File: src/rtl/fetch_pkg.sv
// Shared types and constants for the instruction fetch sequencer.
package fetch_pkg;

    typedef enum logic [1:0] {
        IDLE  = 2'd0,
        WAIT  = 2'd1,
        STALL = 2'd2
    } fetch_state_e;

    localparam int INSTR_BYTES = 4;
    localparam int QDEPTH      = 2;

    typedef struct packed {
        logic [31:0] instr;
        logic [63:0] pc;
    } fetch_entry_t;

endpackage

File: src/rtl/fetch_queue.sv
// Two-entry instruction queue. The head entry is a dedicated register, so the
// delivered Instr/InstrPC are registered and keep their last value when empty.
module fetch_queue
    import fetch_pkg::*;
(
    input  logic        CLK,
    input  logic        Reset_L,
    input  logic        push_i,
    input  logic        pop_i,
    input  logic        flush_i,
    input  logic [31:0] din_instr_i,
    input  logic [63:0] din_pc_i,
    output logic        full_o,
    output logic        empty_o,
    output logic [31:0] head_instr_o,
    output logic [63:0] head_pc_o
);

    fetch_entry_t head_q;
    fetch_entry_t tail_q;
    logic [1:0]   count_q;
    fetch_entry_t din;

    assign din.instr    = din_instr_i;
    assign din.pc       = din_pc_i;
    assign full_o       = (count_q == 2'(QDEPTH));
    assign empty_o      = (count_q == 2'd0);
    assign head_instr_o = head_q.instr;
    assign head_pc_o    = head_q.pc;

    // Shift-style FIFO: pops move the tail into the head, pushes fill the first free slot.
    always_ff @(posedge CLK or negedge Reset_L) begin
        if (!Reset_L) begin
            head_q  <= '0;
            tail_q  <= '0;
            count_q <= 2'd0;
        end else if (flush_i) begin
            count_q <= 2'd0;
        end else begin
            case (count_q)
                2'd0: begin
                    if (push_i) begin
                        head_q  <= din;
                        count_q <= 2'd1;
                    end
                end
                2'd1: begin
                    if (push_i && pop_i) begin
                        head_q <= din;
                    end else if (push_i) begin
                        tail_q  <= din;
                        count_q <= 2'd2;
                    end else if (pop_i) begin
                        count_q <= 2'd0;
                    end
                end
                default: begin
                    if (pop_i) begin
                        head_q <= tail_q;
                        if (push_i) begin
                            tail_q <= din;
                        end else begin
                            count_q <= 2'd1;
                        end
                    end
                end
            endcase
        end
    end

endmodule

File: src/rtl/fetch_sequencer.sv
// Instruction fetch controller: owns the fetch PC, holds the memory address
// for RD_WAIT cycles, captures the word into a 2-entry queue and hands it to
// decode over valid/ready. Redirect flushes everything and restarts fetch.
module fetch_sequencer
    import fetch_pkg::*;
#(
    parameter int          RD_WAIT  = 1,
    parameter logic [63:0] RESET_PC = 64'h0
) (
    input  logic        CLK,
    input  logic        Reset_L,
    input  logic        Enable,
    input  logic        Redirect,
    input  logic [63:0] RedirectPC,
    output logic [63:0] IMemAddress,
    input  logic [31:0] IMemData,
    output logic        InstrValid,
    input  logic        InstrReady,
    output logic [31:0] Instr,
    output logic [63:0] InstrPC,
    output logic        Busy,
    output logic [31:0] FetchCount
);

    fetch_state_e state_q;
    logic [3:0]   cnt_q;
    logic [63:0]  pc_q;
    logic         busy_q;
    logic [31:0]  fetch_count_q;
    logic [31:0]  fetch_count_d;

    logic         q_full;
    logic         q_empty;
    logic         pop;
    logic         wait_done;
    logic         capture;
    logic         full_after_capture;

    assign InstrValid  = !q_empty;
    assign IMemAddress = pc_q;
    assign Busy        = busy_q;
    assign FetchCount  = fetch_count_q;

    // A redirect cancels any same-cycle pop so the flushed head is never counted.
    assign pop       = InstrValid && InstrReady && !Redirect;
    assign wait_done = (cnt_q == 4'(RD_WAIT - 1));
    assign capture   = (state_q == WAIT) && Enable && !Redirect && wait_done;

    // Queue occupancy after this capture reaches two: either one entry stays
    // and one arrives, or a full queue swaps one out for one in.
    assign full_after_capture = (!q_empty && !q_full && !pop) || (q_full && pop);

    assign fetch_count_d = fetch_count_q + (pop ? 32'd1 : 32'd0);

    // Fetch FSM together with the wait counter and the fetch PC.
    always_ff @(posedge CLK or negedge Reset_L) begin
        if (!Reset_L) begin
            state_q <= IDLE;
            cnt_q   <= 4'd0;
            pc_q    <= RESET_PC;
            busy_q  <= 1'b0;
        end else if (Redirect) begin
            pc_q    <= {RedirectPC[63:2], 2'b00};
            cnt_q   <= 4'd0;
            state_q <= Enable ? WAIT : IDLE;
            busy_q  <= Enable;
        end else begin
            case (state_q)
                IDLE: begin
                    if (Enable && !q_full) begin
                        state_q <= WAIT;
                        cnt_q   <= 4'd0;
                        busy_q  <= 1'b1;
                    end
                end
                WAIT: begin
                    if (!Enable) begin
                        state_q <= IDLE;
                        cnt_q   <= 4'd0;
                        busy_q  <= 1'b0;
                    end else if (wait_done) begin
                        pc_q  <= pc_q + 64'(INSTR_BYTES);
                        cnt_q <= 4'd0;
                        if (full_after_capture) begin
                            state_q <= STALL;
                            busy_q  <= 1'b0;
                        end
                    end else begin
                        cnt_q <= cnt_q + 4'd1;
                    end
                end
                STALL: begin
                    if (!Enable) begin
                        state_q <= IDLE;
                    end else if (pop) begin
                        state_q <= WAIT;
                        cnt_q   <= 4'd0;
                        busy_q  <= 1'b1;
                    end
                end
                default: begin
                    state_q <= IDLE;
                    cnt_q   <= 4'd0;
                    busy_q  <= 1'b0;
                end
            endcase
        end
    end

    // Count instructions accepted by decode.
    always_ff @(posedge CLK or negedge Reset_L) begin
        if (!Reset_L) begin
            fetch_count_q <= 32'd0;
        end else begin
            fetch_count_q <= fetch_count_d;
        end
    end

    fetch_queue u_queue (
        .CLK         (CLK),
        .Reset_L     (Reset_L),
        .push_i      (capture),
        .pop_i       (pop),
        .flush_i     (Redirect),
        .din_instr_i (IMemData),
        .din_pc_i    (pc_q),
        .full_o      (q_full),
        .empty_o     (q_empty),
        .head_instr_o(Instr),
        .head_pc_o   (InstrPC)
    );

endmodule
File: config.mk
export PLATFORM = sky130hd
export DESIGN_NAME = fetch_sequencer
export DESIGN_NICKNAME = d
export VERILOG_FILES = /design/src/rtl/fetch_pkg.sv /design/src/rtl/fetch_queue.sv /design/src/rtl/fetch_sequencer.sv
export SDC_FILE = /design/constraint.sdc
export NUM_CORES = 1
export LEC_CHECK = 0
export BUFFER_PORTS_ARGS = -buffer_cell sky130_fd_sc_hd__buf_4
export CORE_AREA = 2 2 152 169
export CTS_CLUSTER_SIZE = 24
export DETAILED_ROUTE_END_ITERATION = 16
export DIE_AREA = 0 0 154 171
export PLACE_DENSITY = 0.83
export RECOVER_POWER = 25
export SLEW_MARGIN = 40
export SYNTH_ARGS = -nofsm -noshare
export SYNTH_HDL_FRONTEND = slang
export SYNTH_SLANG_ARGS = --single-unit
File: constraint.sdc
create_clock -name CLK -period 7.6 [get_ports CLK]
set_input_delay 0.76 -clock CLK [delete_from_list [all_inputs] [get_ports CLK]]
set_output_delay 0.76 -clock CLK [all_outputs]
set_load 0.01 [all_outputs]
; After elaboration in Yosys (flattened, before gate mapping)
; Cells that the tools add are included.
[op_classes]
n_addsub = 3
n_mul = 0
n_div = 0
magnitude_cmp = 0
n_eq_ne = 17
n_shift = 0
muxes = 45
bitwise = 2
n_reduce_logical = 31
[ops]
columns = op, n
row1 = 2-to-1 mux 96 bit, 6
row2 = case mux 96 bit (2 select lines), 2
row3 = 2-to-1 mux 64 bit, 4
row4 = "adder 64 x 3 -> 64 bit, second input constant", 1
row5 = adder 32 x 1 -> 32 bit, 1
row6 = 2-to-1 mux 2 bit, 14
row7 = 2-to-1 mux 4 bit, 6
row8 = "!= test 4 bit, second input constant", 4
row9 = "!= test 3 bit, second input constant", 4
row10 = case mux 4 bit (3 select lines), 1
row11 = AND reduction 4 bit, 3
row12 = logical AND 1 bit, 10
row13 = AND reduction 5 bit, 2
row14 = 2-to-1 mux 1 bit, 9
row15 = nonzero test 2 bit, 4
row16 = case mux 2 bit (3 select lines), 1
row17 = AND reduction 3 bit, 2
row18 = "adder 4 x 1 -> 4 bit, second input constant", 1
row19 = "== test 2 x 1 -> 1 bit, second input constant", 2
row20 = "== test 2 bit, second input constant", 2
row21 = logical NOT 1 bit, 4
row22 = logical NOT 2 bit, 2
row23 = logical NOT 4 bit, 1
row24 = "!= test 2 x 1 -> 1 bit, second input constant", 2
row25 = 9 further kinds, 10
[totals]
reg_bits = 297
latch_bits = 0
ram_bits = 0
romBits = 0
in_bits = 101
output_inout_bits = 194
word_cells = 108
n_memories = 0

; Longest topological paths before layout
[logic_depth]
word_depth = 12
ltp_mapped = 11
ltp_nobuf = 9

; Hierarchy
; A second synthesis with hierarchy kept.
[hier_totals]
cells_unflattened = 1632
area_unflattened_um2 = 15805.2
[modules_own_cells]
columns = module, n_inst, cells_per_inst, area_each_um2, seq_area_each_um2
row1 = fetch_queue, 1, 994, 10158.5, 4854.7
row2 = fetch_sequencer, 1, 638, 5646.7, 2527.4

; Worst setup path before layout
; No wires, ideal clock.
[synth_path]
path_type = input port to flip-flop
start = input Redirect
end = register fetch_count_q[27] (netlist: FetchCount[27])
setup_time_ns = 0.079
t_arrival_ns = 2.876
t_required_ns = 7.521
path_slack_ns = 4.645
cell_stages = 10
path_buffers = 2
cell_sequence = clkbuf_1 > nand2b_1 > nor2_1 > ha_1 > nand2_1 > nor4_1 > or3b_2 > clkbuf_1 > nor3_1 > xor2_1
[synth_via]
elab_chain_len = 4
[synth_rtl]
columns = element, line_no
row1 = from (decl), fetch_sequencer.sv:13  ; input logic Redirect,
row2 = logical NOT 1 bit, fetch_sequencer.sv:45  ; assign pop = InstrValid && InstrReady && !Redirect;
row3 = logical AND 1 bit, fetch_sequencer.sv:45
row4 = 2-to-1 mux 1 bit, fetch_sequencer.sv:53  ; assign fetch_count_d = fetch_count_q + (pop ? 32'd1 : 32'd0);
row5 = adder 32 x 1 -> 32 bit, fetch_sequencer.sv:53
row6 = via fetch_count_d[27], fetch_sequencer.sv:30  ; logic [31:0] fetch_count_d;
row7 = to (signal assigned), fetch_sequencer.sv:115  ; fetch_count_q <= fetch_count_d;
row8 = to (decl), fetch_sequencer.sv:29  ; logic [31:0] fetch_count_q;
; The timed path passes the listed nets, and every way through them passes these cells.
; A chain may end at the register's enable or synchronous reset.

==> results.toml <==
[outcome]
run_status = "finished, violations left"
violations_in_the_final_reports = "max-capacitance violations, max-slew violations"

[critical_path]
setup.worst_path.class = "in2async"
critPathMaxFanout = 102
critical_path_arrival_ps = 4630
type_of_origin_of_the_critical_path = "input pin"
crit_path_end_kind = "asynchronous set/reset pin"
required_time_reported_for_the_critical_path_endpoint_ps = 7720

[clock_network]
post-cts-setup-buffer-count = 0
clock_tree.htree_level_count = 1
cts_num_sinks = 291
cts_made_buffers = 30
path_clk_slew_ps = 60
cts_hold_repair.buffers = 0
ctsLongestPathBuffers = 3
post_cts_resized = 0
clk_tree_root_cell = "sky130_fd_sc_hd__clkbuf_16"
tritoncts_clock_tree = "done"
worstSkewPairLatency_ps = 550

[die]
dieArea_um2 = 26300
initial_core_util_pct = 53.8
die_height_um = 171
io_pins = 295
placement_rows = 61
die-width_um = 154
core_area_um2 = 24800

[timing]
setup-tns-final_ps = 0
final_min_period_over_clock_period_pct = 59.4
tightest_slew_ps = 2520
slew_headroom_pct = -68.0
final-setup-viol-count = 0
clock_skew_ps = 12.5
final-max-slew-violation-count = 137
timing.fmax_mhz = 221
timing.final.hold_violations = 0
layout_min_cycle_time_ps = 4520
timing.final.ws_setup_ps = 3080
rsz0062_at_grt = "false"
fin_worst_hold_slack_ps = 414

[grt]
grt.total_usage_pct = 25.1
grt_first_pass_wirelength_um = 53600
grt_remaining_overflow = 0
grt_pass1_vias = 10400
grt_max_degree = 114
antenna_found_initial = 0

[logic_synthesis]
postSynth.asyncResetShare_pct = 100
post_synth.cell_area_avg_um2 = 10.8
netlist_top_cells_count = "291 x sky130_fd_sc_hd__dfrtp_1, 180 x sky130_fd_sc_hd__nand2_1, 157 x sky130_fd_sc_hd__o21ai_0, 96 x sky130_fd_sc_hd__mux2_2, 96 x sky130_fd_sc_hd__mux2i_1"
synthDominantAreaCellType = "sky130_fd_sc_hd__dfrtp_1"
netlist.area_leader.share_pct = 54.6
synth.yosys.seq_area_share_pct = 54.6
synth-edff-count = 0
dominantRegCellSynth = "sky130_fd_sc_hd__dfrtp_1"
yosys_register_bits = 291
number_of_warnings_printed_during_yosys_synthesis = 0
number_of_instances_in_the_synthesized_netlist = 1233
synth_top_cells_by_area = "sky130_fd_sc_hd__dfrtp_1 55%, sky130_fd_sc_hd__mux2_2 8.1%, sky130_fd_sc_hd__mux2i_1 7.2%, sky130_fd_sc_hd__o21ai_0 5.9%, sky130_fd_sc_hd__nand2_1 5.1%"
netlist_area_um2 = 13300
synth_cell_types = 51
synthMostInstantiatedCell = "sky130_fd_sc_hd__dfrtp_1"

[detailed_routing]
drtAntennaViolNets = 0
remaining_design_rule_violation_count = 0
via_per_inst = 5.69
detailroute.via_count = 10400
route.detailed.wl_per_inst_um = 18.4
first_iter_violations = 739
drt_pass1_iterations = 5
routed_wirelength_um = 33500

[final_layout]
design.final.nets = 1591
drive_above_1_share_pct = 30.1
n_antenna_cell = 0
layout.cell_area.non_filler_um2 = 16700
syn_to_layout_area_delta_pct = 25.3

[power_and_ir_drop]
powerDensity_nw_per_um2 = 265
power_leakage_nw = 7.54
design_power_total_mw = 4.42
irDropWorstVdd_uv = 184

[worst_hold_path]
hold_path.class = "in2reg"

[place]
post-dp-hpwl_um = 22700
place.port_buffers = 288
pre_cts_slack_ps = 3630
globalplace.congestion = 0.823
placedInstanceArea_um2 = 15700

[run]
max-cap-violations = 2
## per-stage QoR
stage | utilization [%] | instances
after floorplan | - | 1236
after global placement | 63.1 | 1766
after detailed placement | 63.3 | 1767
after CTS | 67.4 | 1821
after global routing | 67.4 | 1822
final | 67.4 | 1822
## path summary, 6_finish.rpt
| kind | startpoint | end | slack, ps | cells past startpoint |
|---|---|---|---|---|
| worst min-delay path | RedirectPC[43] | IMemAddress[43]$_DFFE_PN0P_ | 410 | 3 |
| max in group CLK | cnt_q[0]$_DFFE_PN0P_ | u_queue.tail_q[93]$_DFFE_PN0P_ | 3860 | 7 |
| worst max register to register | cnt_q[0]$_DFFE_PN0P_ | u_queue.tail_q[93]$_DFFE_PN0P_ | 3860 | 7 |
| worst min register to register | FetchCount[31]$_DFF_PN0_ | FetchCount[31]$_DFF_PN0_ | 480 | 1 |
| min in group asynchronous | Reset_L | u_queue.head_pc_o[57]$_DFFE_PN0P_ | 810 | 1 |
| worst max-delay path | Reset_L | u_queue.head_pc_o[22]$_DFFE_PN0P_ | 3080 | 3 |
## worst max-delay path, cell delays in order
cell,delay (ps)
sky130_fd_sc_hd__clkbuf_1,1470
sky130_fd_sc_hd__buf_12,450
sky130_fd_sc_hd__clkbuf_2,1820
## per-layer routing
layer	global-route usage [%]	wire length, um	up-vias
met3	6.56	2720	57
met2	43.3	16600	363
met1	31.0	13300	5115
met4	7.64	834	0
met5	0	0	-
li1	-	-	4836
## logic make-up (layout without fill, tap and decap cells)
logic type | count (synthesis) | in the layout | share of synthesized area (%)
simple gates | 378 | 378 | 13.9
flops | 291 | 291 | 54.6
compound gates | 200 | 200 | 8.02
mux | 192 | 192 | 15.3
buf+inv | 95 | 366 | 3.05
xor+xnor | 71 | 71 | 4.66
fa+ha+maj | 5 | 5 | 0.469
other cells | 1 | 4 | 0.0281
## cell usage in the layout, fill, tap and decap left out, types with 4 or more instances in the layout
cell type / instances
sky130_fd_sc_hd__conb_1: 4
sky130_fd_sc_hd__nand2b_1: 6
sky130_fd_sc_hd__xor2_1: 25
sky130_fd_sc_hd__mux2i_1: 96
sky130_fd_sc_hd__nor3_1: 6
sky130_fd_sc_hd__or3_1: 18
sky130_fd_sc_hd__nand2_1: 180
sky130_fd_sc_hd__o21ai_0: 157
sky130_fd_sc_hd__and4_1: 6
sky130_fd_sc_hd__bufinv_16: 4
sky130_fd_sc_hd__nand3_1: 32
sky130_fd_sc_hd__clkbuf_1: 11
sky130_fd_sc_hd__inv_1: 15
sky130_fd_sc_hd__o31ai_1: 6
sky130_fd_sc_hd__or4_1: 9
sky130_fd_sc_hd__ha_1: 5
sky130_fd_sc_hd__a21oi_1: 7
sky130_fd_sc_hd__dfrtp_1: 290
sky130_fd_sc_hd__mux2_2: 96
sky130_fd_sc_hd__clkbuf_16: 31
sky130_fd_sc_hd__nand4_1: 27
sky130_fd_sc_hd__a31oi_1: 21
sky130_fd_sc_hd__nor4_1: 19
sky130_fd_sc_hd__and3_1: 7
sky130_fd_sc_hd__buf_4: 290
sky130_fd_sc_hd__xnor2_1: 46
sky130_fd_sc_hd__nor2_1: 39
## report_power, final
group	internal [mW]	switching, mW	total (mW)
sequential	1.85	0.218	2.06
clock	0.912	0.594	1.51
combinational	0.449	0.407	0.855
## layout make-up
type	instances	area (um2)
Clock buffer	44	855
Sequential cell	291	7290
Clock inverter	10	161
Tap cell	315	394
Multi-Input combinational cell	850	5710
Timing Repair Buffer	296	2260
Inverter	16	60.1
Fill cell	1859	8090
## state kept, by name, indices dropped and copies added, names as in the netlist
signal / cells
u_queue.tail_q: 94
IMemAddress: 62
u_queue.head_pc_o: 62
FetchCount: 32
u_queue.head_instr_o: 32
cnt_q: 4
state_q: 2
u_queue.count_q: 2
Busy: 1
No activity file was read; power rests on OpenSTA's default activity.
